<file path="src/rtl/puf_comp_pkg.sv">
// Shared types and defaults for the PUF multi-pair counter comparator.
// Optional majority voting is enabled with the PUF_COMP_MAJ_EN macro.
package puf_comp_pkg;

    localparam int WIDTH_DEF    = 32;
    localparam int NPAIR_DEF    = 8;
    localparam int MARGIN_W_DEF = 16;

    localparam logic MODE_GT = 1'b0;
    localparam logic MODE_GE = 1'b1;

    typedef enum logic [1:0] {
        IDLE = 2'd0,
        LOAD = 2'd1,
        CMP  = 2'd2,
        FIN  = 2'd3
    } state_e;

endpackage

</file>
<file path="src/rtl/puf_comp_array_if.sv">
// Request/result bundle between the RO counter bank and the comparator.
// Adds maj_rounds when PUF_COMP_MAJ_EN is defined.
interface puf_comp_array_if #(
    parameter int WIDTH    = 32,
    parameter int NPAIR    = 8,
    parameter int MARGIN_W = 16,
    parameter int CNT_W    = $clog2(NPAIR + 1)
);
    // start is a one-cycle request honoured only while busy=0 (extra pulses are
    // dropped, never queued); busy is high from the next cycle until done, and
    // done pulses for one cycle as resp/rel_mask/unrel_cnt take their new values.
    logic                      start;
    logic [NPAIR*WIDTH-1:0]    cnt_a;
    logic [NPAIR*WIDTH-1:0]    cnt_b;
    logic                      mode;
    logic [MARGIN_W-1:0]       margin;
`ifdef PUF_COMP_MAJ_EN
    logic [3:0]                maj_rounds;
`endif
    logic                      busy;
    logic                      done;
    logic [NPAIR-1:0]          resp;
    logic [NPAIR-1:0]          rel_mask;
    logic [CNT_W-1:0]          unrel_cnt;

`ifdef PUF_COMP_MAJ_EN
    modport master (
        output start, cnt_a, cnt_b, mode, margin, maj_rounds,
        input  busy, done, resp, rel_mask, unrel_cnt
    );
    modport slave (
        input  start, cnt_a, cnt_b, mode, margin, maj_rounds,
        output busy, done, resp, rel_mask, unrel_cnt
    );
`else
    modport master (
        output start, cnt_a, cnt_b, mode, margin,
        input  busy, done, resp, rel_mask, unrel_cnt
    );
    modport slave (
        input  start, cnt_a, cnt_b, mode, margin,
        output busy, done, resp, rel_mask, unrel_cnt
    );
`endif

endinterface

</file>
<file path="src/rtl/puf_pair_cmp.sv">
// Combinational compare of one count pair: response bit, reliability bit and
// absolute difference. Unsigned arithmetic throughout.
module puf_pair_cmp
    import puf_comp_pkg::*;
#(
    parameter int WIDTH    = WIDTH_DEF,
    parameter int MARGIN_W = MARGIN_W_DEF
) (
    input  logic [WIDTH-1:0]    a_i,
    input  logic [WIDTH-1:0]    b_i,
    input  logic                mode_i,
    input  logic [MARGIN_W-1:0] margin_i,
    output logic                resp_bit_o,
    output logic                rel_bit_o,
    output logic [WIDTH-1:0]    diff_o
);

    // Subtracting the smaller from the larger keeps diff within WIDTH bits.
    always_comb begin
        diff_o     = (a_i > b_i) ? (a_i - b_i) : (b_i - a_i);
        resp_bit_o = (mode_i == MODE_GE) ? (a_i >= b_i) : (a_i > b_i);
        rel_bit_o  = (diff_o > WIDTH'(margin_i));
    end

endmodule

</file>
<file path="src/rtl/puf_comp_array.sv">
// Multi-pair PUF comparator: shadows NPAIR count pairs, compares one per cycle
// and publishes response, reliability mask and unreliable count together.
// Define PUF_COMP_MAJ_EN for multi-round majority voting via maj_rounds.
module puf_comp_array
    import puf_comp_pkg::*;
#(
    parameter int WIDTH    = WIDTH_DEF,
    parameter int NPAIR    = NPAIR_DEF,
    parameter int MARGIN_W = MARGIN_W_DEF,
    parameter int CNT_W    = $clog2(NPAIR + 1)
) (
    input  logic             clk,
    input  logic             rst,
    puf_comp_array_if.slave  io,
    output state_e           state_o,
    output logic [WIDTH-1:0] diff_o
);

    localparam int IDX_W = (NPAIR > 1) ? $clog2(NPAIR) : 1;
    localparam logic [IDX_W-1:0] LAST_IDX = IDX_W'(NPAIR - 1);

    state_e                 state_q, state_d;
    logic [IDX_W-1:0]       idx_q, idx_d;
    logic [NPAIR*WIDTH-1:0] a_sh_q, a_sh_d;
    logic [NPAIR*WIDTH-1:0] b_sh_q, b_sh_d;
    logic                   mode_q, mode_d;
    logic [MARGIN_W-1:0]    margin_q, margin_d;
    logic [NPAIR-1:0]       rel_work_q, rel_work_d;
    logic [NPAIR-1:0]       resp_q, resp_d;
    logic [NPAIR-1:0]       rel_q, rel_d;
    logic [CNT_W-1:0]       unrel_q, unrel_d;
    logic                   done_q, done_d;
`ifdef PUF_COMP_MAJ_EN
    logic [NPAIR-1:0][3:0]  votes_q, votes_d;
    logic [3:0]             round_q, round_d;
    logic [3:0]             rounds_q, rounds_d;
`else
    logic [NPAIR-1:0]       resp_work_q, resp_work_d;
    logic [CNT_W-1:0]       unrel_work_q, unrel_work_d;
`endif

    logic [WIDTH-1:0] pair_a;
    logic [WIDTH-1:0] pair_b;
    logic             pair_resp;
    logic             pair_rel;

    assign pair_a = a_sh_q[int'(idx_q)*WIDTH +: WIDTH];
    assign pair_b = b_sh_q[int'(idx_q)*WIDTH +: WIDTH];

    puf_pair_cmp #(
        .WIDTH    (WIDTH),
        .MARGIN_W (MARGIN_W)
    ) u_pair_cmp (
        .a_i        (pair_a),
        .b_i        (pair_b),
        .mode_i     (mode_q),
        .margin_i   (margin_q),
        .resp_bit_o (pair_resp),
        .rel_bit_o  (pair_rel),
        .diff_o     (diff_o)
    );

    always_ff @(posedge clk) begin
        if (rst) begin
            state_q      <= IDLE;
            idx_q        <= '0;
            a_sh_q       <= '0;
            b_sh_q       <= '0;
            mode_q       <= 1'b0;
            margin_q     <= '0;
            rel_work_q   <= '0;
            resp_q       <= '0;
            rel_q        <= '0;
            unrel_q      <= '0;
            done_q       <= 1'b0;
`ifdef PUF_COMP_MAJ_EN
            votes_q      <= '0;
            round_q      <= '0;
            rounds_q     <= '0;
`else
            resp_work_q  <= '0;
            unrel_work_q <= '0;
`endif
        end else begin
            state_q      <= state_d;
            idx_q        <= idx_d;
            a_sh_q       <= a_sh_d;
            b_sh_q       <= b_sh_d;
            mode_q       <= mode_d;
            margin_q     <= margin_d;
            rel_work_q   <= rel_work_d;
            resp_q       <= resp_d;
            rel_q        <= rel_d;
            unrel_q      <= unrel_d;
            done_q       <= done_d;
`ifdef PUF_COMP_MAJ_EN
            votes_q      <= votes_d;
            round_q      <= round_d;
            rounds_q     <= rounds_d;
`else
            resp_work_q  <= resp_work_d;
            unrel_work_q <= unrel_work_d;
`endif
        end
    end

    always_comb begin
        state_d      = state_q;
        idx_d        = idx_q;
        a_sh_d       = a_sh_q;
        b_sh_d       = b_sh_q;
        mode_d       = mode_q;
        margin_d     = margin_q;
        rel_work_d   = rel_work_q;
        resp_d       = resp_q;
        rel_d        = rel_q;
        unrel_d      = unrel_q;
        done_d       = 1'b0;
`ifdef PUF_COMP_MAJ_EN
        votes_d      = votes_q;
        round_d      = round_q;
        rounds_d     = rounds_q;
`else
        resp_work_d  = resp_work_q;
        unrel_work_d = unrel_work_q;
`endif

        unique case (state_q)
            IDLE: begin
                if (io.start) state_d = LOAD;
            end

            LOAD: begin
                a_sh_d = io.cnt_a;
                b_sh_d = io.cnt_b;
                idx_d  = '0;
                state_d = CMP;
`ifdef PUF_COMP_MAJ_EN
                // Mode, margin and round count are fixed by the first round only.
                if (round_q == 4'd0) begin
                    mode_d     = io.mode;
                    margin_d   = io.margin;
                    rounds_d   = (io.maj_rounds == 4'd0) ? 4'd1 : io.maj_rounds;
                    votes_d    = '0;
                    rel_work_d = '1;
                end
`else
                mode_d       = io.mode;
                margin_d     = io.margin;
                resp_work_d  = '0;
                rel_work_d   = '0;
                unrel_work_d = '0;
`endif
            end

            CMP: begin
                idx_d = idx_q + IDX_W'(1);
`ifdef PUF_COMP_MAJ_EN
                rel_work_d[idx_q] = rel_work_q[idx_q] & pair_rel;
                if (pair_resp && (votes_q[idx_q] != 4'hF)) begin
                    votes_d[idx_q] = votes_q[idx_q] + 4'd1;
                end
                if (idx_q == LAST_IDX) begin
                    idx_d = '0;
                    if ((round_q + 4'd1) >= rounds_q) begin
                        state_d = FIN;
                        done_d  = 1'b1;
                        unrel_d = '0;
                        // Reliable only if reliable every round and the vote was unanimous.
                        for (int i = 0; i < NPAIR; i++) begin
                            resp_d[i] = ({1'b0, votes_d[i]} << 1) > {1'b0, rounds_q};
                            rel_d[i]  = rel_work_d[i] &
                                        ((votes_d[i] == 4'd0) || (votes_d[i] == rounds_q));
                            if (!rel_d[i]) unrel_d = unrel_d + CNT_W'(1);
                        end
                    end else begin
                        round_d = round_q + 4'd1;
                        state_d = LOAD;
                    end
                end
`else
                resp_work_d[idx_q] = pair_resp;
                rel_work_d[idx_q]  = pair_rel;
                if (!pair_rel) unrel_work_d = unrel_work_q + CNT_W'(1);
                // Outputs are loaded on entry to FIN so done and the new results coincide.
                if (idx_q == LAST_IDX) begin
                    idx_d   = '0;
                    state_d = FIN;
                    done_d  = 1'b1;
                    resp_d  = resp_work_d;
                    rel_d   = rel_work_d;
                    unrel_d = unrel_work_d;
                end
`endif
            end

            FIN: begin
                state_d = IDLE;
`ifdef PUF_COMP_MAJ_EN
                round_d = '0;
`endif
            end

            default: state_d = IDLE;
        endcase
    end

    assign io.busy      = (state_q != IDLE);
    assign io.done      = done_q;
    assign io.resp      = resp_q;
    assign io.rel_mask  = rel_q;
    assign io.unrel_cnt = unrel_q;
    assign state_o      = state_q;

endmodule

</file>
<file path="src/flat_wrapper.sv">
// flat-port wrapper written by rule: the top's interface ports become plain ports
module puf_comp_array_flat import puf_comp_pkg::*;
#(
    parameter int WIDTH    = WIDTH_DEF,
    parameter int NPAIR    = NPAIR_DEF,
    parameter int MARGIN_W = MARGIN_W_DEF,
    parameter int CNT_W    = $clog2(NPAIR + 1)
)
  (clk, rst, state_o, diff_o, io_start, io_cnt_a, io_cnt_b, io_mode, io_margin, io_busy, io_done, io_resp, io_rel_mask, io_unrel_cnt);
  puf_comp_array_if #(.WIDTH(WIDTH), .NPAIR(NPAIR), .MARGIN_W(MARGIN_W), .CNT_W(CNT_W)) io_i ();
  input  logic clk;
  input  logic rst;
  output state_e state_o;
  output logic [WIDTH-1:0] diff_o;
  input wire logic [$bits(io_i.start)-1:0] io_start;
  input wire logic [$bits(io_i.cnt_a)-1:0] io_cnt_a;
  input wire logic [$bits(io_i.cnt_b)-1:0] io_cnt_b;
  input wire logic [$bits(io_i.mode)-1:0] io_mode;
  input wire logic [$bits(io_i.margin)-1:0] io_margin;
  output wire logic [$bits(io_i.busy)-1:0] io_busy;
  output wire logic [$bits(io_i.done)-1:0] io_done;
  output wire logic [$bits(io_i.resp)-1:0] io_resp;
  output wire logic [$bits(io_i.rel_mask)-1:0] io_rel_mask;
  output wire logic [$bits(io_i.unrel_cnt)-1:0] io_unrel_cnt;
  assign io_i.start = io_start;
  assign io_i.cnt_a = io_cnt_a;
  assign io_i.cnt_b = io_cnt_b;
  assign io_i.mode = io_mode;
  assign io_i.margin = io_margin;
  assign io_busy = io_i.busy;
  assign io_done = io_i.done;
  assign io_resp = io_i.resp;
  assign io_rel_mask = io_i.rel_mask;
  assign io_unrel_cnt = io_i.unrel_cnt;
  puf_comp_array #(.WIDTH(WIDTH), .NPAIR(NPAIR), .MARGIN_W(MARGIN_W), .CNT_W(CNT_W)) u_core (.clk(clk), .rst(rst), .io(io_i), .state_o(state_o), .diff_o(diff_o));
endmodule
</file>
<file path="config.mk">
export PLATFORM = sky130hd
export DESIGN_NAME = puf_comp_array_flat
export DESIGN_NICKNAME = d
export VERILOG_FILES = /design/src/rtl/puf_comp_pkg.sv /design/src/rtl/puf_comp_array_if.sv /design/src/rtl/puf_pair_cmp.sv /design/src/rtl/puf_comp_array.sv /design/src/flat_wrapper.sv
export SDC_FILE = /design/constraint.sdc
export NUM_CORES = 1
export LEC_CHECK = 0
export CAP_MARGIN = 20
export CORE_AREA = 2 2 254 281
export CTS_CLUSTER_DIAMETER = 200
export DETAILED_ROUTE_END_ITERATION = 12
export DIE_AREA = 0 0 256 283
export PLACE_DENSITY = 0.62
export SKIP_CTS_REPAIR_TIMING = 1
export SLEW_MARGIN = 20
export SYNTH_ARGS = -nofsm -noshare
export SYNTH_HDL_FRONTEND = slang
export SYNTH_SLANG_ARGS = --single-unit
</file>
<file path="constraint.sdc">
create_clock -name clk -period 9.1 [get_ports clk]
set_clock_uncertainty 0.2 [all_clocks]
set_input_delay 1.82 -clock clk [delete_from_list [all_inputs] [get_ports clk]]
set_output_delay 1.82 -clock clk [all_outputs]
set_load 0.02 [all_outputs]
</file>
**Word level (Yosys, flattened, before mapping)**

Cells that the tools add are included.

- Bits in registers: 575
- Latch bits: 0
- Bits in writable memories: 0
- Bits in read-only memories: 0
- Word-level logic and storage cells: 54
- Memories: 0

- Add/subtract/negate cells: 4
- $mul: 0
- Div/mod/pow operators: 0
- $lt $le $gt $ge: 5
- Equal/unequal tests: 6
- Shifts and indexed selects: 2
- Mux-type cells: 16
- Bitwise operators: 1
- Reductions and logical operators: 7

Operators with widths:

| operator | count |
|---|---|
| $shiftx 256x9->32 | 2 |
| $sub 32x32->32 | 2 |
| $ge 32x32->1 | 1 |
| $gt 32x16->1 | 1 |
| $gt 32x32->1 | 1 |
| $mux 32 | 1 |
| $pmux 8 s2 | 2 |
| $bwmux 8 | 2 |
| $pmux 2 s4 | 1 |
| $pmux 4 s2 | 1 |
| $pmux 3 s2 | 1 |
| $add 4x1->4 const B | 1 |
| $eq 2x2->1 const B | 2 |
| $lt 3x4->1 const B | 1 |
| $mux 2 | 2 |
| $mux 4 | 1 |
| $reduce_and 2->1 | 2 |
| $reduce_bool 2->1 | 2 |
| $add 3x1->3 const B | 1 |
| $demux 1 s3 | 1 |
| $eq 3x3->1 const B | 1 |
| $ge 3x1->1 const B | 1 |
| $mux 1 | 3 |
| $mux 3 | 1 |
| other kinds (7) | 7 |

**Longest topological paths before layout**

- Depth in word-level cells: 6
- Mapped depth: 34
- Depth with buffers taken out: 30

**Cells and area by module**

From an unflattened synthesis, not the netlist that was laid out.

- Cells, all modules: 2934
- Area total of the unflattened synthesis: 28522.4 um2

Modules (own cells, without submodules):

| module | instances | cells an instance | area each (um2) | sequential area each (um2) |
|---|---|---|---|---|
| puf_comp_array | 1 | 2296 | 24297.1 | 11511.0 |
| puf_pair_cmp | 1 | 638 | 4225.3 | 0.0 |

**Least setup slack after synthesis**

OpenSTA, ideal clock, no wires.

- Kind: reg-to-reg
- From: reg u_core.idx_q[1]
- To: reg u_core.unrel_q[3], in the netlist u_core.io.unrel_cnt[3]
- Library setup time: 120 ps
- Data arrival time: 6466 ps
- Setup slack: 2315 ps
- Cell stages (with the launch flop): 34
- Buffers on the path: 7
- Clock period less this slack: 6785 ps
- Path through: dfxtp_1 clkbuf_1 nor3b_1 clkbuf_1 clkbuf_1 a22oi_1 and4_1 ha_1 buf_2 nand4_1 nor3_2 nand3_1 o21a_1 and3_1 buf_6 nor2_2 clkbuf_1 and3_1 a31oi_1 xor2_1 ha_1 a21oi_1 nor2b_1 o21ai_0 nand2b_1 a21oi_1 nor2_1 o21ai_0 nand4bb_1 nor4_4 nand3_2 buf_6 o21a_1 o31a_1

- Longest elaborated chain between the ends: 5
- Elaborated cells on any way between the ends: 10
- Those cells by class: add/sub: 2; order compare: 2; eq/ne: 1; shift: 2; mux: 2; reduce/logical: 1

RTL lines:

| item | line | RTL |
|---|---|---|
| start: declaration | puf_comp_array.sv:23 | `logic [IDX_W-1:0] idx_q, idx_d;` |
| start signal: assignment | puf_comp_array.sv:86 | `idx_q <= idx_d;` |
| $shiftx 256x9->32 (on tied branches) | puf_comp_array.sv:48, puf_comp_array.sv:47 |  |
| $sub 32x32->32 or $gt 32x32->1 (tied branches) | puf_pair_cmp.sv:20 | `diff_o = (a_i > b_i) ? (a_i - b_i) : (b_i - a_i);` |
| $mux 32 * | puf_pair_cmp.sv:20 |  |
| net diff_o[9] | flat_wrapper.sv:14 | `output logic [WIDTH-1:0] diff_o;` |
| $gt 32x16->1 * | puf_pair_cmp.sv:22 | `rel_bit_o = (diff_o > WIDTH'(margin_i));` |
| $mux 4 * | puf_comp_array.sv:184 | `if (!pair_rel) unrel_work_d = unrel_work_q + CNT_W'(1);` |
| end signal: assignment | puf_comp_array.sv:94 | `unrel_q <= unrel_d;` |
| end: declaration | puf_comp_array.sv:31 | `logic [CNT_W-1:0] unrel_q, unrel_d;` |

The timed path passes the listed nets; every way through them passes the cells marked *.
A chain may end at the register's enable or synchronous reset.

**Worst setup path in the final report**

- From: reg u_core.idx_q[2]
- To: out diff_o[26]

- Longest elaborated chain between the ends: 3
- Elaborated cells on any way between the ends: 6
- Those cells by class: add/sub: 2; order compare: 1; shift: 2; mux: 1

RTL lines:

| item | line |
|---|---|
| $shiftx 256x9->32 (on tied branches) | puf_comp_array.sv:48, puf_comp_array.sv:47 |
| $sub 32x32->32 or $gt 32x32->1 (tied branches) | puf_pair_cmp.sv:20 |
| $mux 32 * | puf_pair_cmp.sv:20 |
| end: declaration | flat_wrapper.sv:14 |

Mark *: on every way between the ends. The rest lies on a longest branch, timed or not.

==> run metrics <==
number of global-route vias before repair=24,100; metal2 WL=52,400 um; first-pass GRT wire length=160,000 um; # clock sinks=575; Worst EP arrival=6550 ps; relative slew slack=0.153; Crit-path slowest cell=clkdlybuf4s50_1; WS Path Type=register to output port; grt ovf=0; part of the cycle the worst path needs=0.942; Buf/Inv on CP=3; Max Used Layer=met5; post-synthesis compound-gate area fraction=0.143; FILL cells=6,600; 1st-pass router iterations=6; Post-Syn Area=27,600 um^2; maxcap violations=0; clock root cell=clkbuf_16; IO Count=588; drt wl/cell=24.3 um; later-pin clock latency in the skew report=630 ps; CP max FO=47; status=complete, no violations; Final ANT Viol Nets=0; setup violators final=0; met1 WL=46,700 um; startpoint types=register; fraction of the mapped netlist area in adder cells=0.0405; routed wire length=110,000 um; xor-xnor portion of the synthesized cell area=0.00763; RSZ-0062 raised after global routing=no; Initial Utilization=0.395; dominant combinational cell family by area after synthesis=multiplexers; EDFF count, synth=0; area leader, netlist=dfxtp_1; post-layout min period=8570 ps; crit-path leading delay family=simple AND/OR/NAND/NOR gates; Area growth syn-to-layout=31.7%; final setup TNS=0 ps; Hold Path Class=register to register; worst-path cell chain=and2_4, buf_4, a22oi_1, and4_1, ha_1, nand4_1, nor3_2, nand3_1, o21a_1, and3_1, nor2_4, buf_4, mux2_2, xor2_1, clkdlybuf4s50_1; DP Worst Slack=729 ps; routed wl met3=7080 um; initial DRC count=2,123; Simple-Gate Fraction of Synth Area=0.148; Layout Nets=4,121; buffers added on ports=587; pin count of the biggest net entering global routing=185; mux cell area share after synthesis=0.196; Max VDD drop=0.276 mV; cells after synthesis=3,033; Worst path max stage delay=770 ps; Area after DPL=34,200 um^2; die height=283 um; cell mode on critical path=buf_4; Placer Congestion=0.944; DR vias/cell=5.48; share of layout cells above drive strength 1=0.0513; WP data required=7080 ps; Num CTS Buffers=59; Seq/Total Area, Yosys=0.418; largest cells by area after synthesis=dfxtp_1 42%, mux2i_1 20%, nor2_1 8.4%, a22oi_1 7.2%, ha_1 3.9%; Fin. Hold Viols=0; Critical Path End Type=output port; Tightest Pin Transition=1270 ps; initial antenna violation count=35; Post-synth ARST share=0; Netlist cell types=81; Syn Nets=3,653; H-tree depth=2; DPL Wire Length=82,300 um; fmax=117 MHz; top_reg_cell synth=dfxtp_1; worst setup margin=525 ps; core footprint=69,800 um^2; area share of the largest cell type after synthesis=0.418; CTS tree=yes; CTS clk-pin slew, worst paths=60 ps; design area=36,300 um^2; Pins Over Slew Limit=0; DR DRC count=0; synthesized area per cell=9.09 um^2; P per Cell Area=391 nW/um^2; Longest Clk Path Bufs=3; Util after Layout=0.520; via count=24,700; post-synthesis register bit count=575; die area=72,400 um^2; GRT Total Usage=0.289; Synth Warn #=0; Rows=102; Chip Width=256 um; leakage power=14.1 nW
cells in the mapped netlist, types with 3 or more instances:
master and count:
nor2_1 619, dfxtp_1 575, mux2i_1 538, a22oi_1 264, clkbuf_1 153, a21oi_1 124
inv_1 102, ha_1 86, nand2_1 73, and4_1 69, o21ai_0 67, buf_1 49
a21o_1 24, nand3_1 24, buf_2 21, nor3_1 19, a211oi_1 16, and3_1 15
nand4_1 14, nand2b_1 12, o21a_1 12, xnor2_1 12, xor2_1 12, o211ai_1 10
or3_1 9, a32oi_1 6, nor4_1 6, o21ai_1 6, o31ai_1 6, a221oi_1 5
and2_1 5, nor2b_1 5, nor4_2 4, o21bai_1 4, a31oi_1 3, buf_4 3
o22ai_1 3
state kept, by name (all words and copies together) (netlist names):
name and flops:
u_core.a_sh_q 256, u_core.b_sh_q 256, u_core.idx_q 3, u_core.io.done 1
u_core.io.rel_mask 8, u_core.io.resp 8, u_core.io.unrel_cnt 4, u_core.margin_q 16
u_core.mode_q 1, u_core.rel_work_q 8, u_core.resp_work_q 8, u_core.state_o 2
u_core.unrel_work_q 4
metrics by stage:
stage                     hold WS, ps  total power, W  instances
final                             253          0.0142       4501
after global routing              279          0.0150       4499
after CTS                         256          0.0141       4483
after detailed placement          248          0.0116       4375
after global placement            240          0.0116       4375
after floorplan                   232         0.00838       3033
logic make-up after synthesis:
logic type,Yosys count
flip-flops,575
XOR/XNOR,24
buffers and inverters,330
multiplexers,540
adder cells (fa/ha/maj),88
AND/OR/NAND/NOR,895
AO/OA/AOI/OAI,581
report_power, final:
part           switching (W)  internal [W]
Sequential          0.000409       0.00309
Combinational        0.00492       0.00323
Clock                0.00107       0.00149
metal layers:
metal / global-route usage / up-vias
li1: - / 11700
met1: 0.372 / 11900
met2: 0.484 / 847
met3: 0.0624 / 170
met4: 0.0901 / 38
met5: 0 / -
cell usage in the layout (no fill, tap or decap), drive strengths merged, types with 5 or more instances in the layout:
cell / instances
a21oi: 125
a21o: 24
a211oi: 18
o31ai: 6
xnor2: 12
dfxtp: 575
clkinv: 15
ha: 86
and3: 15
nor3: 20
bufinv: 7
clkbuf: 81
a32oi: 6
o21ai: 73
a221oi: 5
buf: 48
nand4: 15
nor2b: 5
nand2: 73
and4: 70
nand2b: 12
o21a: 12
nand3: 25
mux2i: 538
and2: 7
inv: 104
nor4: 11
xor2: 12
clkdlybuf4s50: 586
a22oi: 264
nor2: 621
o211ai: 11
or3: 9
diode: 17
final timing paths:
kind	from	to	slack (ps)	cells past startpoint
max	u_core.idx_q[2]	diff_o[26]	530	15
min	u_core.io.rel_mask[3]	u_core.io.rel_mask[3]	250	2
max reg2reg	u_core.idx_q[1]	u_core.unrel_work_q[1]	840	27
min reg2reg	u_core.io.rel_mask[3]	u_core.io.rel_mask[3]	250	2
worst reg2reg max path, cell delays in order, from the launching register on:
cell and delay, ps:
dfxtp_1 470, nor2_1 500, and2_4 600, a22oi_1 190, and4_1 310, inv_1 80, ha_1 340, a21oi_1 310
o21ai_1 170, nor2b_1 180, nor4_2 340, and3_1 550, nor2_4 160, a21oi_1 300, a221oi_1 160, xnor2_1 390
ha_1 330, nor2b_1 130, o21ai_0 170, nand2b_1 80, a21oi_1 140, nor2_1 50, o21ai_0 210, nand4bb_1 180
nor4_4 490, nand3_2 510, or3_1 490, a21oi_1 130
area by class of cell:
class	count	area, um^2	area share
Tap cell	936	1170	0.0323
Antenna cell	17	42.5	0.00117
Clock buffer	81	1680	0.0463
Multi-Input combinational cell	2129	14800	0.408
Timing Repair Buffer	634	6330	0.174
Inverter	102	383	0.0105
Sequential cell	575	11500	0.317
Clock inverter	27	354	0.00975
No activity file was read; power rests on OpenSTA's default activity.
